### src/rtl/icache.sv
// Direct-mapped, read-only instruction cache with flop-based line storage.
// Hits complete combinationally in the request cycle; misses stall via c_ready
// while the line is filled one word at a time from instruction memory.
// Optional hit/miss counters are built when ICACHE_STATS_EN is defined.
module icache #(
  parameter int unsigned WORD_SIZE   = 16,
  parameter int unsigned INDEX_BITS  = 2,
  parameter int unsigned OFFSET_BITS = 2
) (
  input  logic                 clk,
  input  logic                 reset_n,
  input  logic                 c_readM,
  input  logic [WORD_SIZE-1:0] c_address,
  output logic [WORD_SIZE-1:0] c_data,
  output logic                 c_ready,
  input  logic                 flush,
  output logic                 m_readM,
  output logic [WORD_SIZE-1:0] m_address,
  input  logic [WORD_SIZE-1:0] m_data,
  input  logic                 m_ready,
  output logic [WORD_SIZE-1:0] hit_count,
  output logic [WORD_SIZE-1:0] miss_count
);

  localparam int unsigned TagBits = WORD_SIZE - INDEX_BITS - OFFSET_BITS;
  localparam int unsigned Lines   = 1 << INDEX_BITS;
  localparam int unsigned Words   = 1 << OFFSET_BITS;

  typedef enum logic [0:0] {StIdle, StFill} state_e;

  state_e                 state_q;
  logic [Lines-1:0]       valid_q;
  logic [TagBits-1:0]     tag_q  [Lines];
  logic [WORD_SIZE-1:0]   data_q [Lines*Words];
  logic [TagBits-1:0]     fill_tag_q;
  logic [INDEX_BITS-1:0]  fill_idx_q;
  logic [OFFSET_BITS-1:0] fill_cnt_q;
  logic                   flush_pend_q;

  logic [TagBits-1:0]     req_tag;
  logic [INDEX_BITS-1:0]  req_idx;
  logic [OFFSET_BITS-1:0] req_off;
  logic                   hit;
  logic                   miss;
  logic                   fill_word;
  logic                   fill_last;

  assign req_tag = c_address[WORD_SIZE-1:INDEX_BITS+OFFSET_BITS];
  assign req_idx = c_address[INDEX_BITS+OFFSET_BITS-1:OFFSET_BITS];
  assign req_off = c_address[OFFSET_BITS-1:0];

  assign hit  = (state_q == StIdle) && c_readM && valid_q[req_idx] && (tag_q[req_idx] == req_tag);
  assign miss = (state_q == StIdle) && c_readM && !hit;

  assign fill_word = (state_q == StFill) && m_ready;
  assign fill_last = fill_word && (fill_cnt_q == {OFFSET_BITS{1'b1}});

  assign c_ready   = hit;
  assign c_data    = hit ? data_q[{req_idx, req_off}] : '0;
  assign m_readM   = (state_q == StFill);
  assign m_address = m_readM ? {fill_tag_q, fill_idx_q, fill_cnt_q} : '0;

  // Control FSM: lookup in idle, sequential line fill, flush handling.
  always_ff @(posedge clk or negedge reset_n) begin
    if (!reset_n) begin
      state_q      <= StIdle;
      valid_q      <= '0;
      fill_tag_q   <= '0;
      fill_idx_q   <= '0;
      fill_cnt_q   <= '0;
      flush_pend_q <= 1'b0;
    end else begin
      unique case (state_q)
        StIdle: begin
          // Lookup this cycle already used the pre-flush valid bits.
          if (flush) valid_q <= '0;
          if (miss) begin
            state_q      <= StFill;
            fill_tag_q   <= req_tag;
            fill_idx_q   <= req_idx;
            fill_cnt_q   <= '0;
            flush_pend_q <= 1'b0;
          end
        end
        StFill: begin
          if (flush) flush_pend_q <= 1'b1;
          if (m_ready) begin
            fill_cnt_q <= fill_cnt_q + 1'b1;
            if (fill_cnt_q == {OFFSET_BITS{1'b1}}) begin
              state_q      <= StIdle;
              flush_pend_q <= 1'b0;
              // A flush seen during the fill also discards the line just filled.
              if (flush_pend_q || flush) valid_q <= '0;
              else                       valid_q[fill_idx_q] <= 1'b1;
            end
          end
        end
        default: state_q <= StIdle;
      endcase
    end
  end

  // Line storage: data words and tags are not reset; valid bits guard them.
  always_ff @(posedge clk) begin
    if (fill_word) data_q[{fill_idx_q, fill_cnt_q}] <= m_data;
    if (fill_last) tag_q[fill_idx_q] <= fill_tag_q;
  end

`ifdef ICACHE_STATS_EN
  logic                 just_filled_q;
  logic [WORD_SIZE-1:0] hit_cnt_q, hit_cnt_d;
  logic [WORD_SIZE-1:0] miss_cnt_q, miss_cnt_d;

  // Saturating counters; the re-lookup right after a fill is not a new hit.
  always_comb begin
    hit_cnt_d  = hit_cnt_q;
    miss_cnt_d = miss_cnt_q;
    if (hit && !just_filled_q && (hit_cnt_q != {WORD_SIZE{1'b1}})) hit_cnt_d = hit_cnt_q + 1'b1;
    if (miss && (miss_cnt_q != {WORD_SIZE{1'b1}})) miss_cnt_d = miss_cnt_q + 1'b1;
  end

  // Counter state; only reset clears it, flush does not.
  always_ff @(posedge clk or negedge reset_n) begin
    if (!reset_n) begin
      just_filled_q <= 1'b0;
      hit_cnt_q     <= '0;
      miss_cnt_q    <= '0;
    end else begin
      just_filled_q <= fill_last;
      hit_cnt_q     <= hit_cnt_d;
      miss_cnt_q    <= miss_cnt_d;
    end
  end

  assign hit_count  = hit_cnt_q;
  assign miss_count = miss_cnt_q;
`else
  assign hit_count  = '0;
  assign miss_count = '0;
`endif

endmodule

### config.mk
export PLATFORM = sky130hd
export DESIGN_NAME = icache
export DESIGN_NICKNAME = d
export VERILOG_FILES = /design/src/rtl/icache.sv
export SDC_FILE = /design/constraint.sdc
export NUM_CORES = 1
export LEC_CHECK = 0
export CAP_MARGIN = 20
export CORE_ASPECT_RATIO = 1.75
export CORE_UTILIZATION = 35
export CTS_CLUSTER_SIZE = 28
export DETAILED_ROUTE_END_ITERATION = 8
export SYNTH_ARGS = -nofsm -noshare
export SYNTH_HDL_FRONTEND = slang
export SYNTH_SLANG_ARGS = --single-unit
### constraint.sdc
create_clock -name clk -period 9.8 [get_ports clk]
set_input_delay 2.94 -clock clk [delete_from_list [all_inputs] [get_ports clk]]
set_output_delay 2.94 -clock clk [all_outputs]
set_load 0.05 [all_outputs]
After elaboration in Yosys (flattened, before gate mapping)

Memory sizes are Yosys's and may differ from the RTL's.
Cells that the tools add are included.

Memories: 2
Input bits: 37
Memory bits (writable): 304
Logic and storage cells: 59
Flip-flop bits (word level): 22
Output and inout bits: 66

Mux-type cells: 27
Order comparisons: 3
Equality and inequality tests: 6
$add $sub $neg: 1
Bitwise operators: 2
Reductions and logical operators: 12

Memories:

| name   | depth | width | read ports | clocked after Yosys merged registers in | write ports | RTL line | text |
|---|---|---|---|---|---|---|---|
| data_q | 16    | 16    | 1          | 0                                       | 1           | 34       | `logic [WORD_SIZE-1:0] data_q [Lines*Words];` |
| tag_q  | 4     | 12    | 1          | 0                                       | 1           | 33       | `logic [TagBits-1:0] tag_q [Lines];` |

Operators with widths:

| kind                  | count |
|---|---|
| $mux W16              | 2 |
| $mux W4               | 4 |
| $mux W1               | 13 |
| $eq A12 B12 Y1        | 1 |
| $pmux W4 S2           | 1 |
| $logic_and A1 B1 Y1   | 7 |
| $lt A2 B3 Y1 const B  | 2 |
| $ne A2 B2 Y1 const B  | 3 |
| $mux W2               | 2 |
| $or A4 B4 Y4          | 1 |
| $pmux W1 S2           | 2 |
| $pmux W2 S2           | 1 |
| $reduce_and A2 Y1     | 2 |
| $reduce_and A3 Y1     | 1 |
| $add A2 B1 Y2 const B | 1 |
| $bmux W1 S2           | 1 |
| $demux W1 S2          | 1 |
| $eq A2 B2 Y1 const B  | 1 |
| $ge A2 B1 Y1 const B  | 1 |
| $ne A2 B1 Y1 const B  | 1 |
| $logic_not A1 Y1      | 1 |
| $logic_or A1 B1 Y1    | 1 |
| $not A1 Y1            | 1 |

Longest topological paths before layout

Gate-level depths: netlist of the first run.

Word-level depth: 9
Mapped depth: 7
Gate-level depth less buffers: 5

Worst setup path after synthesis of the first run

Ideal clock, no wire load.

Kind: input -> output
From: in c_address[3]
To: out c_data[0]
Data required time: 6.860 ns
Buffers on the path: 2
Stages: 7
Slack: 1.459 ns
Arrival time: 5.401 ns
Cells stage by stage: buf_1 -> mux4_2 -> xnor2_1 -> nand4_2 -> or4_4 -> clkbuf_1 -> nor2b_1

Word-level cells in the longest chain between the ends: 5
Elaborated cells on any way between the ends: 8
Those cells by class: eq/ne (1); mux (3); reduce/logical (2); memory (2)

RTL lines:

| item                                                   | RTL line | text |
|---|---|---|
| from (decl)                                            | 13       | `input logic [WORD_SIZE-1:0] c_address,` |
| branches (longest 4 deep; another with $mem_v2 Z4 W12) | --       |  |
| $mux W16 *                                             | 59       | `assign c_data = hit ? data_q[{req_idx, req_off}] : '0;` |
| to (decl)                                              | 14       | `output logic [WORD_SIZE-1:0] c_data,` |

Mark *: on every way between the ends. The select of a mux whose other input is x is not followed.

Worst setup path in the final report of the first run

From: in c_address[2]
To: out c_data[4]

Same word-level chain as after synthesis.

==> impl_metrics.json, run 1 <==
{
  "grt_max_degree": 47,
  "r2r-start": "m_readM$_DFF_PN0_",
  "fin_crit_sh": 0.9274,
  "die_w_um": 147.9,
  "cts_hold_buf": 0,
  "relSlewSlack": 0.5793,
  "drc": 0,
  "cts-root-buf": "clkbuf_16",
  "dpl.hpwl_mm": 16.61,
  "r2r_cells": 5,
  "htreeDepth": 1,
  "cts_resized": 0,
  "place_congestion": 0.7120,
  "vias": 5883,
  "antenna_found_initial": 0,
  "synthTopCellsByArea": "edfxtp_1 70%, mux4_2 16%, dfrtp_1 4.2%",
  "clkSinkCount": 326,
  "cap_viol_max_count": 0,
  "critPathMaxFanout": 20,
  "overflow": 0,
  "vdd_drop_max_v": 0.0001161,
  "clk_pin_slew_ns": 0.06,
  "synth_edf_count": 304,
  "finClkSkew_ns": 0.01179,
  "diodes": 0,
  "avgSynthCellArea_um2": 21.66,
  "run_status": "finished, final reports clean",
  "rrSetupSlack_ns": 7.13,
  "hold_viol": 0,
  "syn_inst": 602,
  "track_usage": 0.1492,
  "fmax_mhz": 110.0,
  "final_core_util": 0.4153,
  "crit_type": "in2out",
  "ys_warn_count": 0,
  "startpoint_type": "input port",
  "synth-seq-area-share": 0.7423,
  "critPathLaunch": "c_address[2]",
  "tightestPinTransition_ns": 0.6288,
  "clk_latency_ns": 0.55,
  "dr.pass1.iters": 4,
  "wl_per_cell_um": 22.84,
  "coreArea_mm2": 0.03677,
  "cts_buffer_depth": 3,
  "yosys_register_bits": 326,
  "place_ws_ns": 0.6193,
  "yosysTopAreaCell": "edfxtp_1",
  "grt_pass1_wl_mm": 41.05,
  "fin_setup_tns_ns": 0,
  "cts_inserted_buffers": 28,
  "finalCriticalPeriod_ns": 9.089,
  "die-height_um": 257.3,
  "p_leak_nw": 4.948,
  "cp.required_ns": 6.86,
  "pin_count": 103,
  "cts_tree": "built",
  "grt_setup_unrepaired": "false",
  "crit_end": "c_data[4]",
  "endpoint_kind": "output pin",
  "start_util": 0.3546,
  "post_cts_buffers": 0,
  "cp.arrival_ns": 6.15,
  "nets": 744,
  "viasPerCell": 4.903,
  "yosysMostFrequentCell": "edfxtp_1",
  "die_area_mm2": 0.03806,
  "antenna_left": 0,
  "power.density_mw_per_mm2": 228.9,
  "first_global_vias": 6401,
  "rows": 93,
  "drtIter0Drc": 500,
  "drive_gt1_frac": 0.2841,
  "ys_types": 32,
  "area_growth_syn_to_layout_pct": 17.10,
  "synthArstFlopShare": 0.06748,
  "drv_slew": 0,
  "r2r-end": "fill_tag_q[11]$_DFFE_PN0P_",
  "hold_path_class": "reg2reg",
  "synth_commonest_cells": "304 x edfxtp_1, 93 x mux4_2, 32 x buf_4",
  "fin_ws_ns": 0.7111,
  "n_fill_cell": 3240,
  "setup_viol": 0,
  "synth_top_area_share": 0.7001,
  "port_buffers": 70,
  "drt-total-wl_mm": 27.40,
  "ys.flop_type": "edfxtp_1",
  "synth_area_mm2": 0.01304
}
[layout by cell type (no fill, tap or decap), drive strengths merged]
cell type | netlist | routed
nor3 | 5 | 5
ha | 4 | 4
clkinvlp | 0 | 2
and2 | 17 | 17
mux2i | 1 | 1
a21oi | 3 | 3
xnor2 | 13 | 13
edfxtp | 304 | 304
clkbuf | 16 | 35
nand4 | 2 | 2
nand2 | 10 | 10
o21a | 1 | 1
nand3 | 2 | 2
and2b | 1 | 1
mux4 | 93 | 93
o21ai | 1 | 1
a31oi | 4 | 4
clkinv | 0 | 13
or4 | 1 | 1
mux2 | 14 | 14
clkdlybuf4s50 | 0 | 66
a221oi | 1 | 1
o41ai | 1 | 1
buf | 44 | 34
inv | 6 | 7
dfrtp | 22 | 22
nor2 | 19 | 19
bufinv | 0 | 1
conb | 1 | 32
nor2b | 16 | 16
[critical path, cell delays in order]
cell	delay, ns
buf_2	0.47
mux4_2	0.59
xnor2_1	0.16
nand3_1	0.17
or4_4	0.79
nor2b_1	0.20
clkdlybuf4s50_1	0.82
[sequential cells by signal, summed over array words and instances (netlist names)]
signal        flops
fill_tag_q       12
data_q          256
flush_pend_q      1
tag_q            48
m_readM           1
fill_idx_q        2
valid_q           4
fill_cnt_q        2
[cell families after synthesis]
logic type               share of synthesized area
AO/OA/AOI/OAI                             0.007291
XOR/XNOR                                  0.009883
adder cells (fa/ha/maj)                   0.003838
buffers and inverters                      0.03061
flip-flops                                  0.7423
multiplexers                                0.1761
other                                    0.0002876
AND/OR/NAND/NOR                            0.02975
[layer usage]
metal | global-route usage | up-vias | part of all wire | routed length [um]
met4 | 0.05412 | 0 | 0.024 | 647
met1 | 0.1692 | 3125 | 0.36 | 9940
met2 | 0.2846 | 146 | 0.57 | 15630
met3 | 0.01543 | 34 | 0.043 | 1180
li1 | - | 2578 | - | -
met5 | 0 | - | 0 | 0
[through the flow]
stage                     hold WS (ns)  std cells  area, um2  total power, mW
after floorplan                 0.4573        633      13160            2.225
after global placement          0.4772       1143      14340            2.453
after detailed placement        0.4924       1148      14390            2.469
after CTS                       0.5057       1200      15270            3.534
after global routing            0.5390       1200      15270            3.631
final                           0.5063       1200      15270            3.495
[how the worst min path moves through the flow]
stage | start | to | slack (ns) | cells past startpoint
final | valid_q[1]$_DFFE_PN0P_ | valid_q[1]$_DFFE_PN0P_ | 0.51 | 2
after global routing | valid_q[1]$_DFFE_PN0P_ | valid_q[1]$_DFFE_PN0P_ | 0.54 | 2
after CTS | valid_q[1]$_DFFE_PN0P_ | valid_q[1]$_DFFE_PN0P_ | 0.51 | 2
after detailed placement | valid_q[3]$_DFFE_PN0P_ | valid_q[3]$_DFFE_PN0P_ | 0.49 | 2
after global placement | valid_q[3]$_DFFE_PN0P_ | valid_q[3]$_DFFE_PN0P_ | 0.48 | 2
after floorplan | valid_q[1]$_DFFE_PN0P_ | valid_q[1]$_DFFE_PN0P_ | 0.46 | 2
[area by class of cell]
class,count,area [um2],share of cell area
Clock buffer,35,768.2,0.05031
Tap cell,475,594.3,0.03892
Sequential cell,326,9679,0.6339
Inverter,6,22.52,0.001475
Multi-Input combinational cell,241,3133,0.2052
Timing Repair Buffer,100,960.9,0.06293
Clock inverter,17,111.4,0.007293
[report_power, final]
group	switching, mW	internal (mW)	total [mW]
sequential	0.0946	1.69	1.79
combinational	0.392	0.248	0.640
clock	0.485	0.583	1.07
Power figures use the tool's default switching activity.
==> run 2, diff against run 1 <==
--- a/config.mk
+++ b/config.mk
@@ -5,9 +5,9 @@
 export SDC_FILE = /design/constraint.sdc
 export NUM_CORES = 1
 export LEC_CHECK = 0
-export CAP_MARGIN = 20
 export CORE_ASPECT_RATIO = 1.75
 export CORE_UTILIZATION = 35
+export CTS_CLUSTER_DIAMETER = 200
 export CTS_CLUSTER_SIZE = 28
 export DETAILED_ROUTE_END_ITERATION = 8
 export SYNTH_ARGS = -nofsm -noshare
==> run 2 against run 1 <==
Against the previous run:
- combinational power down 0.8%
- count of clock-buffer cells in the layout down 11
- wire length down 1.9%
- sequential power about the same
- design area down 3.4%
- worst hold slack better by 0.0062 ns
- core utilization down 1.4 points
- global-route usage down 0.23 points
- first-iteration DRC count down 3.2%
- non-clock buffer count down 5
- worst setup slack better by 0.016 ns
- die area unchanged
==> impl_metrics.json, run 2 (synthesis gave the netlist of run 1 again) <==
{
  "largest_reg_flops": 256,
  "crit_type": "in2out",
  "die_w_um": 147.9,
  "r2r_cells": 3,
  "setup_viol": 0,
  "grt_pass1_wl_mm": 40.39,
  "clkSinkCount": 326,
  "overflow": 0,
  "drt-total-wl_mm": 26.89,
  "dr.pass1.iters": 4,
  "tightestPinTransition_ns": 1.194,
  "finClkSkew_ns": 0.02225,
  "cts_resized": 0,
  "switchingPower_mw": 0.8984,
  "power.density_mw_per_mm2": 212.1,
  "hold_end": "valid_q[1]$_DFFE_PN0P_",
  "p_int_mw": 2.231,
  "hold_start": "valid_q[1]$_DFFE_PN0P_",
  "cap_viol_max_count": 0,
  "cts_hold_buf": 0,
  "diodes": 0,
  "first_global_vias": 6156,
  "start_util": 0.3546,
  "vdd_drop_max_v": 0.0001038,
  "place_area_mm2": 0.01434,
  "die_area_mm2": 0.03806,
  "critPathMaxFanout": 20,
  "mostFrequentLayoutCell": "edfxtp_1",
  "p_leak_nw": 4.687,
  "hold_viol": 0,
  "drc": 0,
  "drtIter0Drc": 484,
  "grt_max_degree": 47,
  "rows": 93,
  "post_cts_buffers": 0,
  "cts_tree": "built",
  "critPathLaunch": "c_address[2]",
  "drive_gt1_frac": 0.2525,
  "seqPwrFrac": 0.571,
  "startpoint_type": "input port",
  "place_congestion": 0.7120,
  "drv_slew": 0,
  "fmax_mhz": 110.2,
  "pin_count": 103,
  "wl_per_cell_um": 23.02,
  "min_delay_path_depth": 2,
  "area_growth_syn_to_layout_pct": 13.17,
  "top_regs": "data_q x256, tag_q x48, fill_tag_q x12",
  "vias": 5748,
  "htreeDepth": 1,
  "coreArea_mm2": 0.03677,
  "hold_path_class": "reg2reg",
  "r2r-end": "tag_q[1][6]$_DFFE_PP_",
  "cp.required_ns": 6.86,
  "antenna_found_initial": 0,
  "cts_buffer_depth": 3,
  "endpoint_kind": "output pin",
  "final_cell_mix": "304 x edfxtp_1, 93 x mux4_2, 66 x clkdlybuf4s50_1",
  "fin_crit_sh": 0.9258,
  "fin_ws_ns": 0.7269,
  "cts_inserted_buffers": 15,
  "dpl.hpwl_mm": 16.52,
  "regMostFlops": "data_q",
  "clk_pin_slew_ns": 0.10,
  "stdcell_area_mm2": 0.01476,
  "rrSetupSlack_ns": 6.97,
  "p_comb_frac": 0.203,
  "pwr-share-clk": 0.226,
  "antenna_left": 0,
  "fin_setup_tns_ns": 0,
  "relSlewSlack": 0.2012,
  "cts-root-buf": "clkbuf_16",
  "finalCriticalPeriod_ns": 9.073,
  "cp.arrival_ns": 6.13,
  "viasPerCell": 4.921,
  "nets": 726,
  "r2r-start": "m_readM$_DFF_PN0_",
  "grt_setup_unrepaired": "false",
  "place_ws_ns": 0.6418,
  "clk_latency_ns": 0.51,
  "power_mw": 3.130,
  "die-height_um": 257.3,
  "track_usage": 0.1469,
  "port_buffers": 70,
  "run_status": "finished, final reports clean",
  "switching_share": 0.2870
}
-- run 2: changes by cell type in the layout (fill, tap and decap cells not counted) --
cell	change
clkbuf_8	-2
clkbuf_16	-14
clkinv_2	-7
clkinvlp_4	-2
buf_6	-2
inv_6	-1
buf_4	-2
buf_8	-1
bufinv_16	-1
clkbuf_1	+5
clkinv_1	-6
inv_8	+1
-- run 2: metrics by stage --
stage	hold WS, ns	utilization	std cells
global placement	0.4772	0.3899	1143
CTS	0.5157	0.4014	1168
detailed placement	0.4924	0.3899	1143
global route	0.5511	0.4014	1168
floorplan	0.4573	-	633
finish	0.5125	0.4014	1168
-- run 2: metal layers --
metal  vias up  track usage  part of all wire
li1       2520            -                 -
met2       124       0.2763              0.57
met3        27      0.01294             0.030
met5         -            0                 0
met4         0      0.05011             0.022
met1      3077       0.1729              0.38
-- run 2: worst max path at each step --
stage,to,slack (ns),depth (start not counted)
global placement,c_data[1],0.66,7
global route,c_data[10],0.46,7
CTS,c_data[7],0.60,7
finish,c_data[7],0.73,7
detailed placement,c_data[4],0.64,7
floorplan,c_data[0],1.46,7
-- run 2: critical path: stages --
cell             delay, ns
buf_2                 0.45
mux4_2                0.58
xnor2_1               0.16
nand3_1               0.17
or4_4                 0.80
nor2b_1               0.20
clkdlybuf4s50_1       0.82
-- run 2: area by class of cell --
class                           count  area [um2]
Fill cell                        3286       22010
Multi-Input combinational cell    241        3133
Timing Repair Buffer               95       908.4
Inverter                            6       22.52
Clock buffer                       24       409.1
Tap cell                          475       594.3
Sequential cell                   326        9679
Clock inverter                      1       11.26
-- run 2: power groups by stage --
| stage | sequential [mW] | combinational [mW] | clock (mW) |
|---|---|---|---|
| finish | 1.79 | 0.635 | 0.707 |
| global route | 1.81 | 0.678 | 0.771 |
| CTS | 1.79 | 0.647 | 0.730 |
| detailed placement | 1.82 | 0.647 | 0 |
| global placement | 1.81 | 0.642 | 0 |
| floorplan | 1.77 | 0.452 | 0 |
==> run 3, diff against run 2 <==
--- a/config.mk
+++ b/config.mk
@@ -5,6 +5,7 @@
 export SDC_FILE = /design/constraint.sdc
 export NUM_CORES = 1
 export LEC_CHECK = 0
+export CAP_MARGIN = 20
 export CORE_ASPECT_RATIO = 1.75
 export CORE_UTILIZATION = 35
 export CTS_CLUSTER_DIAMETER = 200
==> run 3 against run 2 <==
Against the previous run:
- register-to-register slack improved by 0.15 ns
- worst setup slack got worse by 0.00090 ns
- combinational power grew 0.8%
- via count increased by 0.47%
- critical path depth did not move
- final cell count rose by 0.43%
- total power is essentially flat
- global-route usage about the same
- first-iteration DRC count is 4.5% lower
- core utilization grew 0.14 points
- critical path type unchanged
- critical endpoint is now c_data[11]
- highest routed layer unchanged
==> impl_metrics.json, run 3 (synthesis gave the netlist of run 1 again) <==
{
  "startpoint_type": "input port",
  "p_leak_nw": 4.718,
  "area_growth_syn_to_layout_pct": 13.58,
  "power_mw": 3.128,
  "nets": 731,
  "path_cells": "buf_2, mux4_2, xnor2_1, nand3_1, or4_4, nor2b_1, clkdlybuf4s50_1",
  "fin_setup_tns_ns": 0,
  "final_core_util": 0.4028,
  "coreArea_mm2": 0.03677,
  "cts_resized": 0,
  "endpoint_kind": "output pin",
  "first_global_vias": 6197,
  "power.density_mw_per_mm2": 211.2,
  "largest_reg_flops": 256,
  "drc": 0,
  "fmax_mhz": 110.2,
  "fin_crit_sh": 0.9259,
  "start_util": 0.3546,
  "finalHoldWorstSlack_ns": 0.5121,
  "path_buf_inv": 2,
  "antenna_found_initial": 0,
  "finClkSkew_ns": 0.02008,
  "clkSinkCount": 326,
  "die-height_um": 257.3,
  "hold_viol": 0,
  "viasPerCell": 4.923,
  "overflow": 0,
  "drive_gt1_frac": 0.2579,
  "track_usage": 0.1468,
  "cp.required_ns": 6.86,
  "clk_latency_ns": 0.51,
  "hold_path_class": "reg2reg",
  "regMostFlops": "data_q",
  "cts_buffer_depth": 3,
  "clk_pin_slew_ns": 0.10,
  "grt_max_degree": 47,
  "dr.pass1.iters": 4,
  "pin_count": 103,
  "cpPeakStageDelay_ns": 0.82,
  "vdd_drop_max_v": 0.00009051,
  "grt_setup_unrepaired": "false",
  "slowest_stage": "clkdlybuf4s50_1",
  "drt-total-wl_mm": 26.99,
  "mostFrequentLayoutCell": "edfxtp_1",
  "port_buffers": 70,
  "crit_type": "in2out",
  "drv_slew": 0,
  "vias": 5775,
  "critPathMaxFanout": 20,
  "die_area_mm2": 0.03806,
  "top_regs": "data_q x256, tag_q x48, fill_tag_q x12",
  "die_w_um": 147.9,
  "tightestPinTransition_ns": 0.6050,
  "rrSetupSlack_ns": 7.12,
  "htreeDepth": 1,
  "antenna_left": 0,
  "cp.arrival_ns": 6.13,
  "cts_tree": "built",
  "crit_family": "buffers and inverters",
  "grt_pass1_wl_mm": 40.42,
  "drtIter0Drc": 462,
  "wl_per_cell_um": 23.01,
  "cts_inserted_buffers": 15,
  "relSlewSlack": 0.5952,
  "run_status": "finished, final reports clean",
  "finalCriticalPeriod_ns": 9.074,
  "cts-root-buf": "clkbuf_16",
  "rows": 93,
  "dpl.hpwl_mm": 16.61,
  "cts_hold_buf": 0,
  "place_congestion": 0.7120,
  "post_cts_buffers": 0,
  "diodes": 0,
  "final_cell_mix": "304 x edfxtp_1, 93 x mux4_2, 66 x clkdlybuf4s50_1",
  "setup_viol": 0,
  "cap_viol_max_count": 0
}
## run 3: changes by cell type in the layout (fill, tap and decap cells not counted)
cell   change
buf_4      +2
buf_6      +2
buf_8      +1
## run 3: layer usage
metal / vias up / routed length, um / GRT usage
met1: 3064 / 9952 / 0.1687
met2: 149 / 15350 / 0.2809
met4: 0 / 641 / 0.04668
met3: 27 / 1039 / 0.01489
met5: - / 0 / 0
li1: 2535 / - / -
## run 3: cell type report
cell class                      count  area, um2
Fill cell                        3285      21960
Inverter                            6      22.52
Clock buffer                       24      409.1
Multi-Input combinational cell    241       3133
Tap cell                          475      594.3
Sequential cell                   326       9679
Timing Repair Buffer              100      960.9
Clock inverter                      1      11.26
## run 3: per-stage QoR
step                cell area [um2]  setup slack [ns]  cells
global placement              14340            0.6561   1143
finish                        14810            0.7260   1173
floorplan                     13160             1.459    633
detailed placement            14390            0.6193   1148
CTS                           14810            0.6130   1173
global route                  14810            0.4621   1173
## run 3: worst paths after layout
| check | startpoint | end | cells after the start |
|---|---|---|---|
| max | c_address[2] | c_data[11] | 7 |
| min | valid_q[3]$_DFFE_PN0P_ | valid_q[3]$_DFFE_PN0P_ | 2 |
| max reg2reg | m_readM$_DFF_PN0_ | fill_tag_q[11]$_DFFE_PN0P_ | 5 |
| min reg2reg | valid_q[3]$_DFFE_PN0P_ | valid_q[3]$_DFFE_PN0P_ | 2 |
| max in group asynchronous | reset_n | flush_pend_q$_DFFE_PN0P_ | 2 |
| min in group asynchronous | reset_n | fill_tag_q[9]$_DFFE_PN0P_ | 1 |
## run 3: worst reg2reg max path, cell delays in order, from the launching register on
cell,delay [ns]
dfrtp_1,0.62
and2b_1,0.51
nand3_1,0.22
o41ai_4,0.50
buf_4,0.34
mux2_2,0.38
## run 3: report_power, final
part,switching [mW],internal (mW)
Combinational,0.392,0.248
Clock,0.408,0.295
Sequential,0.0944,1.69
Total,0.894,2.23
